**config.mk**
```make
export PLATFORM = sky130hd
export DESIGN_NAME = branch_ctrl
export DESIGN_NICKNAME = d
export VERILOG_FILES = /design/src/rtl/branch_ctrl.sv
export SDC_FILE = /design/constraint.sdc
export NUM_CORES = 1
export LEC_CHECK = 0
export BUFFER_PORTS_ARGS = -buffer_cell sky130_fd_sc_hd__buf_2
export CORE_MARGIN = 4
export CORE_UTILIZATION = 40
export CTS_CLUSTER_DIAMETER = 200
export CTS_CLUSTER_SIZE = 25
export DETAILED_ROUTE_END_ITERATION = 16
export PLACE_DENSITY = 0.68
export SYNTH_ARGS = -nofsm -noshare
export SYNTH_HDL_FRONTEND = slang
export SYNTH_SLANG_ARGS = --single-unit
```
**constraint.sdc**
```tcl
create_clock -name clk -period 2.7 [get_ports clk]
set_input_delay 0.135 -clock clk [delete_from_list [all_inputs] [get_ports clk]]
set_output_delay 0.135 -clock clk [all_outputs]
set_load 0.01 [all_outputs]
```
**src/rtl/branch_ctrl.sv**
```systemverilog
// Branch resolution sequencer for the ID stage: operand hazard stall/forward,
// taken-branch flush plus a handshaked redirect to fetch, and saturating perf counters.
module branch_ctrl #(
  parameter int CNT_W = 16
) (
  input  logic             clk,
  input  logic             rst,
  input  logic             id_valid,
  input  logic             id_branch,
  input  logic             id_uses_rs1,
  input  logic             id_uses_rs2,
  input  logic [4:0]       id_rs1,
  input  logic [4:0]       id_rs2,
  input  logic             ex_reg_write,
  input  logic             ex_mem_read,
  input  logic [4:0]       ex_rd,
  input  logic             mem_reg_write,
  input  logic             mem_mem_read,
  input  logic [4:0]       mem_rd,
  input  logic             jd_pc_jump,
  input  logic [31:0]      jd_pc_jump_addr,
  input  logic             if_redirect_ready,
  output logic             fwd_rs1,
  output logic             fwd_rs2,
  output logic             stall,
  output logic             ex_bubble,
  output logic             flush,
  output logic             redirect_valid,
  output logic [31:0]      redirect_addr,
  output logic [CNT_W-1:0] stall_cnt,
  output logic [CNT_W-1:0] taken_cnt,
  input  logic             perf_clr
);

  typedef enum logic [0:0] {
    RESOLVE  = 1'b0,
    REDIRECT = 1'b1
  } state_t;

  state_t            state_r;
  logic              redirect_valid_r;
  logic [31:0]       redirect_addr_r;
  logic [CNT_W-1:0]  stall_cnt_r;
  logic [CNT_W-1:0]  taken_cnt_r;

  logic              check_s;
  logic              ex_m1_s;
  logic              ex_m2_s;
  logic              mem_m1_s;
  logic              mem_m2_s;
  logic              haz_s;
  logic              fwd1_s;
  logic              fwd2_s;
  logic              stall_s;
  logic              bubble_s;
  logic              flush_s;

  localparam logic [CNT_W-1:0] CNT_MAX = {CNT_W{1'b1}};
  localparam logic [CNT_W-1:0] CNT_ONE = {{(CNT_W-1){1'b0}}, 1'b1};

  // x0 never carries a dependency, so a zero index can not match a producer
  function automatic logic src_match(input logic       uses,
                                     input logic [4:0] idx,
                                     input logic       wr,
                                     input logic [4:0] rd);
    return uses & (idx != 5'd0) & wr & (idx == rd);
  endfunction

  // Hazard detection, forwarding select and flush decision
  always_comb begin
    check_s  = 1'b0;
    ex_m1_s  = 1'b0;
    ex_m2_s  = 1'b0;
    mem_m1_s = 1'b0;
    mem_m2_s = 1'b0;
    haz_s    = 1'b0;
    fwd1_s   = 1'b0;
    fwd2_s   = 1'b0;
    stall_s  = 1'b0;
    bubble_s = 1'b0;
    flush_s  = 1'b0;

    check_s = id_valid & id_branch & (state_r == RESOLVE);
    if (check_s) begin
      ex_m1_s  = src_match(id_uses_rs1, id_rs1, ex_reg_write, ex_rd);
      ex_m2_s  = src_match(id_uses_rs2, id_rs2, ex_reg_write, ex_rd);
      mem_m1_s = src_match(id_uses_rs1, id_rs1, mem_reg_write, mem_rd);
      mem_m2_s = src_match(id_uses_rs2, id_rs2, mem_reg_write, mem_rd);
    end else begin
      ex_m1_s  = 1'b0;
      ex_m2_s  = 1'b0;
      mem_m1_s = 1'b0;
      mem_m2_s = 1'b0;
    end

    // A load in MEM has no data yet; an ALU result in MEM can be forwarded
    haz_s  = ex_m1_s | ex_m2_s | ((mem_m1_s | mem_m2_s) & mem_mem_read);
    fwd1_s = mem_m1_s & ~mem_mem_read & ~ex_m1_s;
    fwd2_s = mem_m2_s & ~mem_mem_read & ~ex_m2_s;

    case (state_r)
      RESOLVE: begin
        stall_s  = haz_s;
        bubble_s = haz_s;
        flush_s  = check_s & ~haz_s & jd_pc_jump;
      end
      REDIRECT: begin
        stall_s  = 1'b1;
        bubble_s = 1'b0;
        flush_s  = 1'b0;
      end
      default: begin
        stall_s  = 1'b0;
        bubble_s = 1'b0;
        flush_s  = 1'b0;
      end
    endcase
  end

  // Redirect FSM: latch target on a taken resolution, hold until fetch accepts
  always_ff @(posedge clk or posedge rst) begin
    if (rst) begin
      state_r          <= RESOLVE;
      redirect_valid_r <= 1'b0;
      redirect_addr_r  <= 32'h0000_0000;
    end else begin
      case (state_r)
        RESOLVE: begin
          if (flush_s) begin
            state_r          <= REDIRECT;
            redirect_valid_r <= 1'b1;
            redirect_addr_r  <= jd_pc_jump_addr;
          end else begin
            state_r          <= RESOLVE;
            redirect_valid_r <= 1'b0;
          end
        end
        REDIRECT: begin
          if (redirect_valid_r && if_redirect_ready) begin
            state_r          <= RESOLVE;
            redirect_valid_r <= 1'b0;
          end else begin
            state_r          <= REDIRECT;
            redirect_valid_r <= 1'b1;
          end
        end
        default: begin
          state_r          <= RESOLVE;
          redirect_valid_r <= 1'b0;
        end
      endcase
    end
  end

  // Saturating performance counters; clear wins over a same-cycle increment
  always_ff @(posedge clk or posedge rst) begin
    if (rst) begin
      stall_cnt_r <= {CNT_W{1'b0}};
      taken_cnt_r <= {CNT_W{1'b0}};
    end else if (perf_clr) begin
      stall_cnt_r <= {CNT_W{1'b0}};
      taken_cnt_r <= {CNT_W{1'b0}};
    end else begin
      if (haz_s && (stall_cnt_r != CNT_MAX)) begin
        stall_cnt_r <= stall_cnt_r + CNT_ONE;
      end else begin
        stall_cnt_r <= stall_cnt_r;
      end
      if (flush_s && (taken_cnt_r != CNT_MAX)) begin
        taken_cnt_r <= taken_cnt_r + CNT_ONE;
      end else begin
        taken_cnt_r <= taken_cnt_r;
      end
    end
  end

  assign fwd_rs1        = fwd1_s;
  assign fwd_rs2        = fwd2_s;
  assign stall          = stall_s;
  assign ex_bubble      = bubble_s;
  assign flush          = flush_s;
  assign redirect_valid = redirect_valid_r;
  assign redirect_addr  = redirect_addr_r;
  assign stall_cnt      = stall_cnt_r;
  assign taken_cnt      = taken_cnt_r;

  branch_ctrl_chk u_chk (
    .clk               (clk),
    .rst               (rst),
    .flush             (flush_s),
    .stall             (stall_s),
    .redirect_valid    (redirect_valid_r),
    .redirect_addr     (redirect_addr_r),
    .if_redirect_ready (if_redirect_ready)
  );

endmodule

// Protocol properties of the redirect handshake and flush/stall exclusivity.
module branch_ctrl_chk (
  input logic        clk,
  input logic        rst,
  input logic        flush,
  input logic        stall,
  input logic        redirect_valid,
  input logic [31:0] redirect_addr,
  input logic        if_redirect_ready
);

  a_hold: assert property (@(posedge clk) disable iff (rst)
    (redirect_valid && !if_redirect_ready) |=> (redirect_valid && $stable(redirect_addr)));

  a_flush_no_stall: assert property (@(posedge clk) disable iff (rst)
    !(flush && stall));

endmodule

```
After elaboration in Yosys (flattened, before gate mapping)
Cells that the tools add are included.
- memories: 0
- output and inout port bits: 70
- word-level logic and storage cells: 61
- latch bits: 0
- input bits: 65
- register bits: 65
- ROM bits: 0
- RAM bits: 0
- reduce and logical (&&, ||, !) cells: 8
- shift-type cells: 0
- divide/modulo/power cells: 0
- bitwise operators: 27
- eq/ne operators: 6
- add/sub/neg operators: 2
- $lt $le $gt $ge: 0
- multiply operators: 0
- mux-type cells: 14
- operator list (operator ; number):
    $mux W16 ; 4
    $add A16 B1 Y16 const B ; 2
    $ne A16 B16 Y1 const B ; 2
    $eq A5 B5 Y1 ; 4
    $and A1 B1 Y1 ; 19
    $reduce_bool A5 Y1 ; 2
    $pmux W1 S2 ; 4
    $mux W1 ; 6
    $not A1 Y1 ; 5
    $reduce_bool A2 Y1 ; 2
    $logic_and A1 B1 Y1 ; 3
    $or A1 B1 Y1 ; 3
    $reduce_and A2 Y1 ; 1

Logic depth before layout (Yosys ltp)
Gate-level depths: netlist of the first run.
- depth after elaboration: 15
- depth in mapped cells: 9
- gate-level depth less buffers: 8

Least setup slack after synthesis of the first run
Ideal clock, no wire load.
- path kind: register -> register
- from: register redirect_valid (netlist name)
- to: register redirect_addr_r[0], in the netlist redirect_addr[0]
- clock period less this slack: 2.254 ns
- cell stages (with the launch flop): 10
- arrival: 2.129 ns
- buffers on the path: 1
- data required time: 2.575 ns
- library setup time: 0.125 ns
- slack: 0.446 ns
- cells stage by stage: dfrtp_1 nand4b_1 or3_1 nand4bb_1 o32a_1 and2_1 nand2_1 inv_2 buf_4 mux2_2
- RTL lines (item ; line ; text):
    end signal, assigned ; 132 ; redirect_addr_r <= jd_pc_jump_addr;
    end, declared ; 42 ; logic [31:0] redirect_addr_r;

==> metrics.cfg, run 1 <==
[clock_tree]
cts_buffers=9
cts_tree=done
cts.clk_slew.worst_paths_ns=0.08
cts_htree_levels=3
cts_root_buffer=clkbuf_8
clock_sinks=65
cts_buffer_depth=2
clock_latency_ns=0.34

[setup_path]
critPathArrivalTime_ns=2.44
reg2reg_slack_ns=0.14
worstPathRequired_ns=2.57
critPathKind=reg2out
crit_path_max_incr_delay_ns=0.40
critPathCaptureType=primary output
cp_max_fo=34
crit_chain=nand4b_1 > or3_1 > nand4bb_1 > o32a_1 > and2_1 > nand2_2 > inv_2 > buf_12 > buf_2
cpMaxStageDelayCell=dfrtp_1
start_kind=register

[synth]
post-synth-top-area-cell=dfrtp_1
synth_edf_count=0
ys_seq_elements=65
synth.distinct_cells=43
syn_inst=315
async_flop_share_pct=100.0
yosys_most_used_dff=dfrtp_1
yosysTopAreaCellShare_pct=47.92
synth_nets=382
synth.avg_cell_area_um2=10.78
ys_warn_count=0
yosysSeqAreaShare_pct=47.92
synthTopCellsByArea=dfrtp_1 (48%), mux2_2 (12%), xnor2_1 (3.4%), a21oi_1 (3.1%), or4_1 (2.9%)
synth_area_mm2=0.003395

[power_and_ir_drop]
ir_worst_vdd_uv=433.4
clkPwrFrac_pct=39.3
p_comb_share_pct=17.5
leakagePower_nw=2.100
power_density_mw_per_mm2=589.5
p_int_mw=1.965
pwr-share-seq_pct=43.2
p_sw_mw=0.6841
swShare_pct=25.82

[die]
pin_count=135
fp.dieArea_mm2=0.01002
fp-row-count=33
core_mm2=0.008217
chipWidth_um=100.1
die_h_um=100.1
start_util_pct=41.31

[sta]
maxSlewHeadroom_pct=54.33
finalSetupViolations=0
timing.final.crit_share_pct=95.46
max_freq_ghz=0.3880
period_minus_slack_ns=2.577
finalMaxSlewViolations=0
whs_ns=0.02893
tns_ns=0
finClkSkew_ns=0.009810
rsz0062_at_grt=no
worst_pin_slew_ns=0.6850
finalHoldViolations=0

[grt]
antenna_found_initial=0
grt_pass1_wl_mm=14.17
grt_overflow=0
grt_pass1_vias=2965
grt_max_degree=39
groute.usage.overall_pct=17.58

[final_layout]
syn_to_final_growth_pct=32.40
drive_gt1_share_pct=44.71
layout.nets=525
n_antenna_cell=0
fill_cells=757
fin_area_mm2=0.004494

[placed_design]
dpl.hpwl_mm=6.420
placed_area_mm2=0.004203
port-buffer-count=133
place_congestion=0.8509

[drt]
vias=3016
ant_nets=0
wl_met2_mm=4.011
highest_layer=met4
viasPerCell=5.310
wl_met3_um=949
wirelength_mm=8.813
drt_first_pass_iters=4
drc_errors=0
wl_per_cell_um=15.52
drtIter0Drc=104
drt-met1-wl_mm=3.737

[run_status]
status=finished clean

[job]
maxCapViolations=0

[worst_hold_path]
hp-class=in2reg

-- layout make-up --
| type | count | area (um2) | share of cell area [%] |
|---|---|---|---|
| multi-input combinational | 233 | 1687 | 37.53 |
| sequential | 65 | 1627 | 36.19 |
| timing repair buffer | 144 | 778.2 | 17.32 |
| clock buffer | 10 | 137.6 | 3.062 |
| tap | 105 | 131.4 | 2.923 |
| clock inverter | 6 | 115.1 | 2.561 |
| inverter | 5 | 18.77 | 0.4176 |
-- repair_timing --
action | CTS | global route
hold buffers | 2 | 0
endpoints found under the setup margin | 1 | 1
setup buffers | 0 | 2
pin swaps | 1 | 0
hold endpoints to repair | 33 | 0
gates resized for setup | 0 | 2
-- state kept, by name (all words and copies together) (netlist names) --
register	count
redirect_valid	1
stall_cnt	16
redirect_addr	32
taken_cnt	16
-- Yosys cell counts (2+ instances only) --
library cell	instances
nand4b_1	2
clkbuf_1	6
o21ba_2	3
buf_4	3
inv_1	4
nand3_1	18
and3_1	11
nor3_1	6
nand2b_1	3
dfrtp_1	65
nor2b_1	7
and2_1	3
nor2_1	9
mux2_2	37
nand2_1	18
buf_2	2
or3_1	10
nor4_1	2
xor2_1	8
and4_1	4
or4_1	13
nand4_1	5
a21oi_1	21
o31ai_1	10
xnor2_1	13
o21ai_0	11
o21a_1	4
ha_1	2
-- layout by cell type, fill, tap and decap left out, types with 2 or more instances in the layout --
master         netlist  routed
mux2_2              37      37
a21oi_1             21      21
buf_2                2     133
o21ai_0             11      11
and4_1               4       4
bufinv_16            0       3
dfrtp_1             65      65
o21a_1               4       4
nand4b_1             2       2
or4_1               13      13
nor2b_1              7       7
xor2_1               8       8
inv_1                4       3
nand3_1             18      18
ha_1                 2       2
buf_12               0       2
clkinv_4             0       2
and3_1              11      11
xnor2_1             13      13
nor2_1               9       9
nor3_1               6       6
nand2b_1             3       3
o21ba_2              3       3
clkbuf_8             0      10
and2_1               3       3
o31ai_1             10      10
nand4_1              5       5
or3_1               10      10
nor4_1               2       2
buf_4                3       7
inv_2                1       2
nand2_1             18      17
dlygate4sd3_1        0       2
-- per-stage QoR --
stage                     worst slack (ns)  utilization (%)  instances  total power, mW
final                               0.1226            54.70        568            2.649
after CTS                         0.007953            54.47        566            2.686
after floorplan                     0.4458                -        315            1.404
after global placement              0.1900            51.15        548            1.614
after detailed placement            0.1436            51.15        548            1.627
after global routing              0.001514            54.70        568            2.779
-- routing by layer --
layer	up-vias	track usage, %
li1	1455	-
met1	1432	21.90
met2	120	27.52
met3	9	6.741
met4	0	7.047
met5	-	0
-- path summary, 6_finish.rpt --
check	startpoint	endpoint	depth (start not counted)
min in group asynchronous	rst	redirect_addr[27]	3
max	redirect_valid	flush	9
max in group asynchronous	rst	taken_cnt[12]	4
max reg2reg	redirect_valid	stall_cnt[5]	8
min	jd_pc_jump_addr[17]	redirect_addr[17]	2
min reg2reg	redirect_addr[30]	redirect_addr[30]	1
-- critical path, delay by kind of cell, from the launching register on --
family	cells	cell delay [ns]
buf+inv	3	0.36
compound gates	1	0.20
flops	1	0.40
simple gates	5	1.13
-- logic make-up after synthesis --
| group | synth area share (%) |
|---|---|
| fa+ha+maj | 0.7371 |
| compound gates | 11.13 |
| mux | 12.57 |
| flops | 47.92 |
| buf+inv | 2.506 |
| simple gates | 19.72 |
| xor+xnor | 5.418 |
-- power by group through the flow --
stage	combinational [mW]	sequential, mW	clock, mW
after floorplan	0.185	1.22	0
after global placement	0.457	1.16	0
after detailed placement	0.467	1.16	0
after CTS	0.469	1.15	1.07
after global routing	0.511	1.16	1.10
final	0.463	1.15	1.04
(Power assumes the default switching activity.)
==> run 2, diff against run 1 <==
==> constraint.sdc (replaced) <==
create_clock -name clk -period 2.7 [get_ports clk]
set_input_delay 0.135 -clock clk [delete_from_list [all_inputs] [get_ports clk]]
set_output_delay 0.135 -clock clk [all_outputs]
set_load 0.1 [all_outputs]
==> run 2 against run 1 <==
Register-to-register slack about the same; non-clock buffer count is the same; first-iteration DRC count shrank 11%; die area is the same; core utilization shrank 0.18 points; power up 26%; via count decreased by 0.86%; routed wire length down 2.8%; sequential cell count is the same; sequential power about the same; largest cell class unchanged.
==> metrics.cfg, run 2 (synthesis results as in run 1) <==
[setup_path]
worstPathRequired_ns=2.95  ; +0.38 ns
cpMaxStageDelayCell=dfrtp_2
critPathArrivalTime_ns=2.82  ; +0.38 ns
crit_chain=nand4b_1 > buf_4 > nor4_2 > nand3_1 > o21a_1 > a32o_1 > buf_4 > or3_1 > a21oi_1
crit_path_max_incr_delay_ns=0.42  ; +0.02 ns
cp_num_buf_inv=2  ; -1
cp_top_family=simple AND/OR/NAND/NOR gates
start_kind=register
crit_top_cell=buf_4
critPathKind=reg2reg
critPathCaptureType=register
cp_max_fo=12  ; -65%

[final_layout]
fin_area_mm2=0.004479  ; -0.33%
drive_gt1_share_pct=44.71  ; unchanged
n_antenna_cell=0  ; unchanged
layout.nets=525  ; unchanged
largest_register_ffs=32  ; unchanged
final_common_cell=buf_2
fin_cells=568  ; unchanged
syn_to_final_growth_pct=31.96
fin_util_pct=54.52  ; -0.18 points
fill_cells=772  ; +2.0%
mostFrequentLayoutCells=buf_2 (132), dfrtp_1 (64), mux2_2 (37)

[drt]
ant_nets=0  ; unchanged
viasPerCell=5.264  ; -0.86%
drtIter0Drc=93  ; -11%
wl_per_cell_um=15.08  ; -2.8%
drt_first_pass_iters=4  ; unchanged
vias=2990  ; -0.86%
drc_errors=0  ; unchanged
wirelength_mm=8.566  ; -2.8%

[power_and_ir_drop]
clkPwrFrac_pct=26.8  ; -12 points
ir_worst_vdd_uv=663.7  ; +53%
swShare_pct=44.75  ; +19 points
leakagePower_nw=2.087  ; -0.65%
power_density_mw_per_mm2=745.9  ; +27%
p_int_mw=1.846  ; -6.1%
p_comb_share_pct=38.9  ; +21 points
fin_total_pwr_mw=3.341  ; +26%
pwr-share-seq_pct=34.3  ; -8.9 points
p_sw_mw=1.495  ; +120%

[grt]
antenna_found_initial=0  ; unchanged
grt_overflow=0  ; unchanged
grt_pass1_vias=2955  ; -0.34%
grt_max_degree=39  ; unchanged
groute.usage.overall_pct=17.32  ; -0.26 points
grt_pass1_wl_mm=13.95  ; -1.5%

[die]
chipWidth_um=100.1  ; unchanged
pin_count=135  ; unchanged
die_h_um=100.1  ; unchanged
fp.dieArea_mm2=0.01002  ; unchanged
start_util_pct=41.31  ; unchanged
core_mm2=0.008217  ; unchanged
fp-row-count=33  ; unchanged

[sta]
worst_pin_slew_ns=0.7135  ; +0.02846 ns
finalSetupViolations=0  ; unchanged
finalHoldViolations=0  ; unchanged
finClkSkew_ns=0.007586  ; -0.002225 ns
period_minus_slack_ns=2.568  ; -0.009751 ns
maxSlewHeadroom_pct=52.00  ; -2.3 points
finalMaxSlewViolations=0  ; unchanged
rsz0062_at_grt=no
timing.final.crit_share_pct=95.10  ; -0.36 points
max_freq_ghz=0.3895  ; +0.38%
tns_ns=0  ; unchanged

[placed_design]
port-buffer-count=133  ; unchanged
dp.cells=548  ; unchanged
place_congestion=0.8732  ; +2.6%
dpl.hpwl_mm=6.390  ; -0.46%
placed_area_mm2=0.004219  ; +0.39%

[clock_tree]
cts.clk_slew.worst_paths_ns=0.07  ; about the same
cts_root_buffer=clkbuf_8
clock_latency_ns=0.33  ; about the same
clock_sinks=65  ; unchanged
cts_buffer_depth=2  ; unchanged
cts_tree=done
cts_htree_levels=3  ; unchanged
cts_buffers=9  ; unchanged

[run_status]
status=finished clean

[job]
maxCapViolations=0  ; unchanged

[worst_hold_path]
hp-class=in2reg

==> run 2: final timing paths <==
check,startpoint,endpoint,slack [ns],depth (start not counted)
hold reg to reg,redirect_addr[22],redirect_addr[22],0.50,1
max in group asynchronous,rst,stall_cnt[0],1.56,4
min in group asynchronous,rst,redirect_addr[16],0.38,3
setup / recovery,redirect_valid,stall_cnt[3],0.13,9
hold / removal,jd_pc_jump_addr[6],redirect_addr[6],0.03,2
setup reg to reg,redirect_valid,stall_cnt[3],0.13,9
==> run 2: layout make-up <==
class / count / area (um2) / area share, %
clock inverter: 7 / 95.09 / 2.123
timing repair buffer: 144 / 793.3 / 17.71
clock buffer: 9 / 123.9 / 2.765
multi-input combinational: 233 / 1689 / 37.71
sequential: 65 / 1628 / 36.34
tap: 105 / 131.4 / 2.933
inverter: 5 / 18.77 / 0.4190
==> run 2: layer usage <==
metal	GRT usage [%]	part of all wire [%]	vias up
li1	-	-	1451
met4	5.492	1.5	0
met3	6.602	11	11
met1	22.10	43	1413
met5	0	0	-
met2	27.22	45	115
==> run 2: what timing repair did <==
action | CTS | global route
resized for setup | 0 | 1
hold buffers | 2 | 0
gates cloned | 0 | 0
pin swaps | 0 | 2
endpoints found under the setup margin | 1 | 8
buffers inserted | 1 | 1
hold endpoints to repair | 25 | 0
==> run 2: power by group through the flow <==
stage	logic [mW]	clock network [mW]	registers (mW)
floorplan	0.202	0	2.02
global placement	1.29	0	1.16
detailed placement	1.30	0	1.16
CTS	1.31	0.926	1.15
global route	1.35	0.960	1.16
finish	1.30	0.894	1.15
==> run 2: through the flow <==
stage	hold WS, ns	setup WS (ns)
2_1_floorplan	0.2278	0.02075
3_3_place_gp	0.2108	0.2041
3_5_place_dp	0.2147	0.1829
4_1_cts	0.007590	0.02553
5_1_grt	0.01111	0.01568
6_report	0.02886	0.1324
